[config.mk]
export PLATFORM = sky130hd
export DESIGN_NAME = ysyx_22041211_lsu
export DESIGN_NICKNAME = d
export VERILOG_FILES = /design/src/rtl/ysyx_22041211_lsu.sv
export SDC_FILE = /design/constraint.sdc
export NUM_CORES = 1
export LEC_CHECK = 0
export ABC_AREA = 1
export BUFFER_PORTS_ARGS = -buffer_cell sky130_fd_sc_hd__buf_2
export CORE_MARGIN = 2
export CORE_UTILIZATION = 40
export DETAILED_ROUTE_END_ITERATION = 8
export GPL_TIMING_DRIVEN = 0
export PLACE_DENSITY_LB_ADDON = 0.08
export SYNTH_ARGS = -nofsm -noshare
export SYNTH_HDL_FRONTEND = slang
export SYNTH_SLANG_ARGS = --single-unit
[constraint.sdc]
create_clock -name clk -period 6 [get_ports clk]
set_input_delay 1.8 -clock clk [delete_from_list [all_inputs] [get_ports clk]]
set_output_delay 1.8 -clock clk [all_outputs]
set_load 0.01 [all_outputs]
[src/rtl/ysyx_22041211_lsu.sv]
// Load/store unit between the EX-stage ALU and writeback.
// Takes one instruction at a time and issues one word-aligned memory request.
// It aligns and extends load data, then returns one registered result.
// Optional build macro YSYX_22041211_LSU_MISALIGN_CHECK_EN: misaligned H/W
// accesses fault immediately instead of being truncated to the aligned word.
module ysyx_22041211_lsu #(
  parameter int unsigned DATA_LEN = 32
) (
  input  logic                  clk,
  input  logic                  rst,
  input  logic                  in_valid_i,
  output logic                  in_ready_o,
  input  logic [DATA_LEN-1:0]   alu_result_i,
  input  logic [DATA_LEN-1:0]   store_data_i,
  input  logic                  mem_ren_i,
  input  logic                  mem_wen_i,
  input  logic [2:0]            funct3_i,
  input  logic [4:0]            rd_i,
  input  logic                  reg_wen_i,
  output logic                  mem_req_valid_o,
  input  logic                  mem_req_ready_i,
  output logic                  mem_req_wen_o,
  output logic [DATA_LEN-1:0]   mem_addr_o,
  output logic [DATA_LEN-1:0]   mem_wdata_o,
  output logic [DATA_LEN/8-1:0] mem_wstrb_o,
  input  logic                  mem_rsp_valid_i,
  input  logic [DATA_LEN-1:0]   mem_rdata_i,
  input  logic                  mem_rsp_err_i,
  output logic                  out_valid_o,
  input  logic                  out_ready_i,
  output logic [DATA_LEN-1:0]   out_data_o,
  output logic [4:0]            out_rd_o,
  output logic                  out_reg_wen_o,
  output logic                  out_err_o
);

  localparam int unsigned STRB_W = DATA_LEN / 8;

  typedef enum logic [1:0] {
    S_IDLE = 2'd0,
    S_REQ  = 2'd1,
    S_WAIT = 2'd2,
    S_DONE = 2'd3
  } state_e;

  state_e              state_q, state_d;
  logic [DATA_LEN-1:0] addr_q, addr_d;
  logic                store_q, store_d;
  logic [2:0]          funct3_q, funct3_d;
  logic [4:0]          rd_q, rd_d;
  logic                reg_wen_q, reg_wen_d;
  logic [DATA_LEN-1:0] wdata_q, wdata_d;
  logic [STRB_W-1:0]   wstrb_q, wstrb_d;
  logic [DATA_LEN-1:0] out_data_q, out_data_d;
  logic                out_err_q, out_err_d;
  logic                out_reg_wen_q, out_reg_wen_d;

  logic                mem_op_c;
  logic                misalign_c;
  logic [DATA_LEN-1:0] st_wdata_c;
  logic [STRB_W-1:0]   st_wstrb_c;
  logic [7:0]          ld_byte_c;
  logic [15:0]         ld_half_c;
  logic [DATA_LEN-1:0] ld_data_c;

  assign mem_op_c = mem_ren_i | mem_wen_i;

  // Misalignment detection on the incoming instruction (feature build only)
`ifdef YSYX_22041211_LSU_MISALIGN_CHECK_EN
  always_comb begin
    misalign_c = 1'b0;
    if (funct3_i[1:0] == 2'b01) misalign_c = alu_result_i[0];
    else if (funct3_i[1:0] == 2'b10) misalign_c = (alu_result_i[1:0] != 2'b00);
  end
`else
  assign misalign_c = 1'b0;
`endif

  // Store lane replication and byte strobes from the incoming address
  always_comb begin
    st_wdata_c = store_data_i;
    st_wstrb_c = 4'b1111;
    case (funct3_i[1:0])
      2'b00: begin
        st_wdata_c = {4{store_data_i[7:0]}};
        st_wstrb_c = 4'b0001 << alu_result_i[1:0];
      end
      2'b01: begin
        st_wdata_c = {2{store_data_i[15:0]}};
        st_wstrb_c = 4'b0011 << {alu_result_i[1], 1'b0};
      end
      default: ;
    endcase
  end

  // Load lane extraction and sign/zero extension from the latched address
  always_comb begin
    ld_byte_c = mem_rdata_i[7:0];
    case (addr_q[1:0])
      2'b00: ld_byte_c = mem_rdata_i[7:0];
      2'b01: ld_byte_c = mem_rdata_i[15:8];
      2'b10: ld_byte_c = mem_rdata_i[23:16];
      2'b11: ld_byte_c = mem_rdata_i[31:24];
      default: ;
    endcase
    ld_half_c = addr_q[1] ? mem_rdata_i[31:16] : mem_rdata_i[15:0];
    case (funct3_q)
      3'b000:  ld_data_c = {{24{ld_byte_c[7]}}, ld_byte_c};
      3'b100:  ld_data_c = {24'd0, ld_byte_c};
      3'b001:  ld_data_c = {{16{ld_half_c[15]}}, ld_half_c};
      3'b101:  ld_data_c = {16'd0, ld_half_c};
      default: ld_data_c = mem_rdata_i;
    endcase
  end

  // State register
  always_ff @(posedge clk or posedge rst) begin
    if (rst) state_q <= S_IDLE;
    else     state_q <= state_d;
  end

  // Next-state logic
  always_comb begin
    state_d = state_q;
    case (state_q)
      S_IDLE: begin
        if (in_valid_i) begin
          if (!mem_op_c || misalign_c) state_d = S_DONE;
          else                         state_d = S_REQ;
        end
      end
      S_REQ:   if (mem_req_ready_i) state_d = S_WAIT;
      S_WAIT:  if (mem_rsp_valid_i) state_d = S_DONE;
      S_DONE:  if (out_ready_i)     state_d = S_IDLE;
      default: state_d = S_IDLE;
    endcase
  end

  // Handshake outputs decoded from the state register
  always_comb begin
    in_ready_o      = 1'b0;
    mem_req_valid_o = 1'b0;
    out_valid_o     = 1'b0;
    case (state_q)
      S_IDLE:  in_ready_o      = 1'b1;
      S_REQ:   mem_req_valid_o = 1'b1;
      S_DONE:  out_valid_o     = 1'b1;
      default: ;
    endcase
  end

  // Datapath next values: latch on accept, capture result on response
  always_comb begin
    addr_d        = addr_q;
    store_d       = store_q;
    funct3_d      = funct3_q;
    rd_d          = rd_q;
    reg_wen_d     = reg_wen_q;
    wdata_d       = wdata_q;
    wstrb_d       = wstrb_q;
    out_data_d    = out_data_q;
    out_err_d     = out_err_q;
    out_reg_wen_d = out_reg_wen_q;
    if (state_q == S_IDLE && in_valid_i) begin
      addr_d    = alu_result_i;
      store_d   = mem_wen_i;
      funct3_d  = funct3_i;
      rd_d      = rd_i;
      reg_wen_d = reg_wen_i;
      wdata_d   = mem_wen_i ? st_wdata_c : '0;
      wstrb_d   = mem_wen_i ? st_wstrb_c : '0;
      out_data_d    = alu_result_i;
      out_err_d     = 1'b0;
      out_reg_wen_d = reg_wen_i;
      if (mem_op_c) begin
        // A misaligned access faults with the address; otherwise wait for memory
        out_err_d     = misalign_c;
        out_reg_wen_d = 1'b0;
      end
    end else if (state_q == S_WAIT && mem_rsp_valid_i) begin
      if (mem_rsp_err_i) begin
        out_data_d    = addr_q;
        out_err_d     = 1'b1;
        out_reg_wen_d = 1'b0;
      end else begin
        out_data_d    = store_q ? '0 : ld_data_c;
        out_err_d     = 1'b0;
        out_reg_wen_d = reg_wen_q & ~store_q;
      end
    end
  end

  // Datapath registers
  always_ff @(posedge clk or posedge rst) begin
    if (rst) begin
      addr_q        <= '0;
      store_q       <= 1'b0;
      funct3_q      <= '0;
      rd_q          <= '0;
      reg_wen_q     <= 1'b0;
      wdata_q       <= '0;
      wstrb_q       <= '0;
      out_data_q    <= '0;
      out_err_q     <= 1'b0;
      out_reg_wen_q <= 1'b0;
    end else begin
      addr_q        <= addr_d;
      store_q       <= store_d;
      funct3_q      <= funct3_d;
      rd_q          <= rd_d;
      reg_wen_q     <= reg_wen_d;
      wdata_q       <= wdata_d;
      wstrb_q       <= wstrb_d;
      out_data_q    <= out_data_d;
      out_err_q     <= out_err_d;
      out_reg_wen_q <= out_reg_wen_d;
    end
  end

  assign mem_req_wen_o = store_q;
  assign mem_addr_o    = {addr_q[DATA_LEN-1:2], 2'b00};
  assign mem_wdata_o   = wdata_q;
  assign mem_wstrb_o   = wstrb_q;
  assign out_data_o    = out_data_q;
  assign out_rd_o      = rd_q;
  assign out_reg_wen_o = out_reg_wen_q;
  assign out_err_o     = out_err_q;

endmodule

==> out/qor.yml, run 1 <==
run_status:
  status: "finished, final reports clean"
timing:
  min_period_ps: 3150
  setup_violations: 0
  setup_slack_ps: 2850
  tightest_slew_ps: 637
  hold_viol: 0
  fmax_mhz: 317
  slew_headroom_pct: 57.6
  finalSetupTns_ps: 0
  slew_viol_final: 0
  clock_skew_ps: 7.68
  rsz0062_at_grt: "false"
  post-route-period-util_pct: 52.6
worst_hold_path:
  hold_class: "register to register"
  min_to: "mem_wdata_o[30]"
  worstHoldStart: "mem_wdata_o[30]"
  holdPathStages: 2
cts:
  clk_pin_slew_worst_paths_ps: 60
  cts_root_buffer: "clkbuf_16"
  cts.htree.levels: 4
  clk_latency_ps: 410
  tritoncts: "built"
  cts.sinks: 114
  cts.path.max_buffers: 2
  post_cts_resized: 0
  ctsHoldBuffers: 0
  cts_buffers: 17
  post_cts_buffers: 0
power_and_ir_drop:
  power_density_nw_per_um2: 558
  finalPower_mw: 4.59
  p_leak_nw: 4.46
  peakVddDrop_mv: 0.230
place:
  portBuffers: 222
  place_congestion: 0.934
  dp_hpwl_um: 14800
  placed_cell_area_um2: 7550
  dp_slack_ps: 2650
floorplan:
  start_util_pct: 40.7
  core.rowCount: 45
  dieWidth_um: 128
  io_pins: 225
  core_area_um2: 15100
  die_y_um: 128
  dieArea_um2: 16400
synth:
  synthesis.instances: 820
  synth.area.mux_share_pct: 0
  ys_types: 29
  synth_compound_area_share_pct: 13.8
  synth-adder-area-share_pct: 0.812
  seq_area_frac_synth_pct: 46.3
  ys_warn_count: 0
  synth_area_um2: 6170
  synthXorXnorAreaFrac_pct: 0
  syn_avg_cell_area_um2: 7.52
  synth-seq-cells: 114
  synth_top_family_by_area: "simple AND/OR/NAND/NOR gates"
  yosys.area_share.simple_pct: 26.2
route:
  vias: 6102
  drt_iter0_markers: 374
  wl_per_cell_um: 15.0
  drtAntennaViolNets: 0
  wl_um: 19000
  drc: 0
  firstDrtPassIters: 4
  vias_per_cell: 4.83
final_layout:
  final_common_cell: "buf_2"
  fill_cells: 1534
  diodes: 0
  drive_gt1_share_pct: 29.8
  syn_to_final_growth_pct: 33.5
  final_cell_mix: "buf_2, nand2_1, nor2_1, dfrtp_1, inv_1"
  design_area_um2: 8230
  nets: 1181
global_routing:
  grt_pass1_wl_um: 30700
  grt_max_degree: 68
  track_usage_pct: 24.2
  overflow: 0
  antenna_found_initial: 0
  grt_pass1_vias: 6031
setup_path:
  rrSetupSlack_ps: 3820
  cp_data_arrival_time_ps: 1350
  worstSetupPathType: "register to output port"
  cp_max_fo: 6
  worst_setup_path_end_kind: "output port"
  reg2reg_from: "state_q[0]"
  r2r_end: "out_data_o[10]"
  startpoint_type: "register"
  worstSetupStartpoint: "state_q[0]"
  ff2ff_path_depth: 8
  crit_required_ps: 4200
job:
  max-cap-violations: 0
[where the power goes]
part / switching (mW) / internal [mW]
Clock: 0.377 / 0.801
Combinational: 1.23 / 0.835
Sequential: 0.215 / 1.14
Total: 1.82 / 2.77
[flip-flops by register name, summed over array words and instances, names as in the netlist]
| register | flops |
|---|---|
| reg_wen_q | 1 |
| addr_q | 32 |
| out_data_o | 32 |
| out_err_o | 1 |
| mem_wstrb_o | 4 |
| state_q | 2 |
| funct3_q | 3 |
| mem_wdata_o | 32 |
| out_rd_o | 5 |
| mem_req_wen_o | 1 |
| out_reg_wen_o | 1 |
[area by class of cell]
| cell class | count | area [um^2] | area share (%) |
|---|---|---|---|
| repair buffers | 223 | 1140 | 13.8 |
| flip-flops and latches | 114 | 2850 | 34.7 |
| plain buffers | 71 | 422 | 5.12 |
| well taps | 188 | 235 | 2.86 |
| clock inverters | 13 | 230 | 2.80 |
| multi-input cells | 537 | 2520 | 30.7 |
| inverters | 99 | 377 | 4.57 |
| clock buffers | 19 | 453 | 5.50 |
[stage by stage]
stage	hold WS (ps)	util, %	instances
2_1_floorplan	450	-	821
3_3_place_gp	459	49.6	1231
3_5_place_dp	461	49.8	1232
4_1_cts	476	54.4	1264
5_1_grt	489	54.4	1264
6_report	471	54.4	1264
[worst max path at each step]
| stage | to | slack, ps |
|---|---|---|
| after CTS | in_ready_o | 2810 |
| after global placement | addr_q[11] | -380 |
| final | in_ready_o | 2850 |
| after floorplan | addr_q[0] | 1180 |
| after global routing | in_ready_o | 2720 |
| after detailed placement | out_data_o[10] | 2650 |
[routing by layer]
layer | up-vias | GRT usage, % | part of all wire, %
li1 | 3072 | - | -
met5 | - | 0 | 0
met3 | 19 | 6.76 | 6.9
met4 | 0 | 6.66 | 1.1
met2 | 176 | 40.1 | 48
met1 | 2835 | 31.1 | 44
[logic make-up after synthesis]
logic type / count (synthesis)
other cells: 1
flops: 114
buf+inv: 170
compound gates: 143
simple gates: 388
fa+ha+maj: 4
[critical path, stage by stage (launching register included)]
cell and delay [ps]:
dfrtp_1 400, inv_1 110, ha_1 260, buf_2 170
[Yosys cell counts]
master	instances	share of area [%]
o21bai_1	32	3.9
a21oi_2	1	0.14
buf_6	1	0.18
a21oi_1	54	4.4
inv_1	92	5.6
nor2_4	2	0.37
nor3_1	71	5.8
ha_1	4	0.81
nand2_2	2	0.20
o21ai_0	30	2.4
o22ai_1	2	0.20
clkinv_1	2	0.12
nand3_4	1	0.28
inv_2	5	0.30
nor2_2	1	0.10
conb_1	1	0.061
buf_1	3	0.18
nand2_4	1	0.18
nand2_1	169	10
nor2_1	118	7.2
nand3_1	23	1.9
dfrtp_1	114	46
o211ai_1	17	2.1
clkbuf_1	17	1.0
o21ai_1	5	0.41
o21ai_2	1	0.14
buf_2	16	1.3
a31oi_1	1	0.10
buf_4	34	4.1
Power figures use the tool's default switching activity.
==> run 2, diff against run 1 <==
- clock period: 6 -> 2.9 ns (I/O delays scaled with it)
==> run 2 against run 1 <==
Effect of this change: first-iteration DRC count decreased by 6.1%; power increased by 100%; global-route usage about the same; non-clock buffer count increased by 2; die area unchanged; clock skew about the same; count of clock-buffer cells in the layout unchanged; sequential share of layout area increased by 0.069 points; core utilization decreased by 0.11 points; register-to-register slack got worse by 3000 ps; hold slack got worse by 82 ps; critical path type unchanged.
==> out/qor.yml, run 2 (synthesis gave the netlist of run 1 again) <==
floorplan:
  start_util_pct: 40.7  # unchanged
  dieArea_um2: 16400  # unchanged
  core_area_um2: 15100  # unchanged
  io_pins: 225  # unchanged
  die_y_um: 128  # unchanged
  dieWidth_um: 128  # unchanged
  core.rowCount: 45  # unchanged
final_layout:
  final_common_cell: "buf_2"  # unchanged
  final_cell_mix: "buf_2, nand2_1, nor2_1, dfrtp_1, inv_1"  # unchanged
  fin_cells: 1266  # was 1264
  nets: 1183  # was 1181
  syn_to_final_growth_pct: 33.2  # was 33.5%
  diodes: 0  # unchanged
  drive_gt1_share_pct: 30.0  # was 29.8%
timing:
  clock_skew_ps: 7.94  # was 7.68 ps
  min_period_ps: 2220
  setup_violations: 0  # unchanged
  slew_headroom_pct: 60.3  # was 57.6%
  hold_ws_ps: 389  # was 471 ps
  hold_viol: 0  # unchanged
  rsz0062_at_grt: "false"  # unchanged
  post-route-period-util_pct: 76.6
  tightest_slew_ps: 595  # was 637 ps
  setup_slack_ps: 679  # was 2850 ps
  fmax_mhz: 450
  slew_viol_final: 0  # unchanged
setup_path:
  crit_required_ps: 2030  # was 4200 ps
  cp_max_fo: 6  # unchanged
  cp_data_arrival_time_ps: 1350  # about the same
  startpoint_type: "register"  # unchanged
  ff2ff_path_depth: 8  # unchanged
  rrSetupSlack_ps: 810  # was 3820 ps
  cp_slowest_cell: "dfrtp_1"  # unchanged
  worstSetupPathType: "register to output port"  # unchanged
  crit_path_cell_trace: "inv_1 > ha_1 > buf_2"  # unchanged
  reg2reg_from: "state_q[0]"  # unchanged
  worst_setup_path_end_kind: "output port"  # unchanged
  critical_path.max_stage_delay_ps: 390  # was 400 ps
  r2r_end: "out_data_o[22]"  # was out_data_o[10]
route:
  wl_um: 19200  # was 19000 um
  firstDrtPassIters: 6  # was 4
  drc: 0  # unchanged
  drt_iter0_markers: 351  # was 374
  vias_per_cell: 4.87  # was 4.83
  drtAntennaViolNets: 0  # unchanged
  vias: 6169  # was 6102
  wl_per_cell_um: 15.2  # was 15.0 um
cts:
  post_cts_buffers: 0  # unchanged
  ctsHoldBuffers: 0  # unchanged
  cts_root_buffer: "clkbuf_16"  # unchanged
  clk_latency_ps: 420  # was 410 ps
  cts.htree.levels: 4  # unchanged
  post_cts_resized: 0  # unchanged
  cts.path.max_buffers: 2  # unchanged
  cts.sinks: 114  # unchanged
  clk_pin_slew_worst_paths_ps: 60  # about the same
  cts_buffers: 17  # unchanged
  tritoncts: "built"  # unchanged
place:
  dp_hpwl_um: 14900  # was 14800 um
  portBuffers: 222  # unchanged
  place_congestion: 0.943  # was 0.934
  dp_slack_ps: 498  # was 2650 ps
  numPlacedInstances: 1234  # was 1232
power_and_ir_drop:
  intPower_mw: 5.56  # was 2.77 mW
  combPwrFrac_pct: 45.8  # was 44.9%
  p_leak_nw: 4.45  # was 4.46 nW
  power_density_nw_per_um2: 1140  # was 558 nW/um^2
  netSwitchingPower_mw: 3.77  # was 1.82 mW
  switching_share_pct: 40.4  # was 39.6%
  peakVddDrop_mv: 0.472  # was 0.230 mV
  sequentialPowerShare_pct: 30.0  # was 29.4%
  clkPwrFrac_pct: 24.2  # was 25.6%
run_status:
  status: "finished, final reports clean"  # unchanged
global_routing:
  grt_max_degree: 40  # was 68
  track_usage_pct: 24.2  # about the same
  overflow: 0  # unchanged
  grt_pass1_wl_um: 30600  # was 30700 um
  grt_pass1_vias: 5946  # was 6031
  antenna_found_initial: 1  # was 0
job:
  max-cap-violations: 0  # unchanged
worst_hold_path:
  hold_class: "input port to asynchronous set/reset pin"  # was register to register
run 2: cell types whose count changed in the layout (fill, tap and decap cells not counted):
cell / before / now
inv_6: 2 / 1
clkinvlp_4: 3 / 5
clkinv_2: 2 / 3
buf_16: 1 / 0
bufinv_16: 6 / 4
buf_12: 0 / 3
run 2: how the worst max path moves through the flow:
stage / endpoint / cells after the start / startpoint / slack (ps)
after CTS: in_ready_o / 3 / state_q[1] / 650
after global routing: out_data_o[22] / 8 / state_q[0] / 600
after global placement: addr_q[9] / 2 / rst / -220
final: in_ready_o / 3 / state_q[1] / 680
after floorplan: addr_q[0] / 1 / rst / 640
after detailed placement: out_data_o[22] / 7 / mem_rsp_valid_i / 500
run 2: stage by stage:
stage	util, %	area [um^2]	power, mW	TNS (ps)
2_1_floorplan	-	6170	5.59	0
3_3_place_gp	49.7	7520	7.06	-24930
3_5_place_dp	50.1	7580	7.13	0
4_1_cts	54.3	8220	9.44	0
5_1_grt	54.3	8220	10.1	0
6_report	54.3	8220	9.34	0
run 2: critical path: cells and delay by family, from the launching register on:
family | cells | cell delay, ps
flops | 1 | 390
buf+inv | 2 | 270
fa+ha+maj | 1 | 270
run 2: area by class of cell:
| cell class | count | area [um^2] |
|---|---|---|
| fillers | 1523 | 6930 |
| flip-flops and latches | 114 | 2850 |
| multi-input cells | 537 | 2520 |
| repair buffers | 225 | 1170 |
| clock buffers | 19 | 453 |
| plain buffers | 71 | 422 |
| inverters | 99 | 375 |
| well taps | 188 | 235 |
| clock inverters | 13 | 183 |
run 2: power groups by stage:
stage               clock network [mW]  registers, mW  logic (mW)
floorplan                            0           2.97        2.62
global placement                     0           2.81        4.25
detailed placement                   0           2.82        4.31
CTS                               2.30           2.81        4.33
global route                      2.39           2.90        4.81
finish                            2.26           2.80        4.27
run 2: routing by layer:
layer | vias to the layer above | track usage [%] | routed length [um]
li1 | 3084 | - | -
met1 | 2854 | 31.5 | 8380
met2 | 204 | 38.9 | 9190
met3 | 27 | 7.26 | 1350
met4 | 0 | 7.37 | 308
met5 | - | 0 | 0
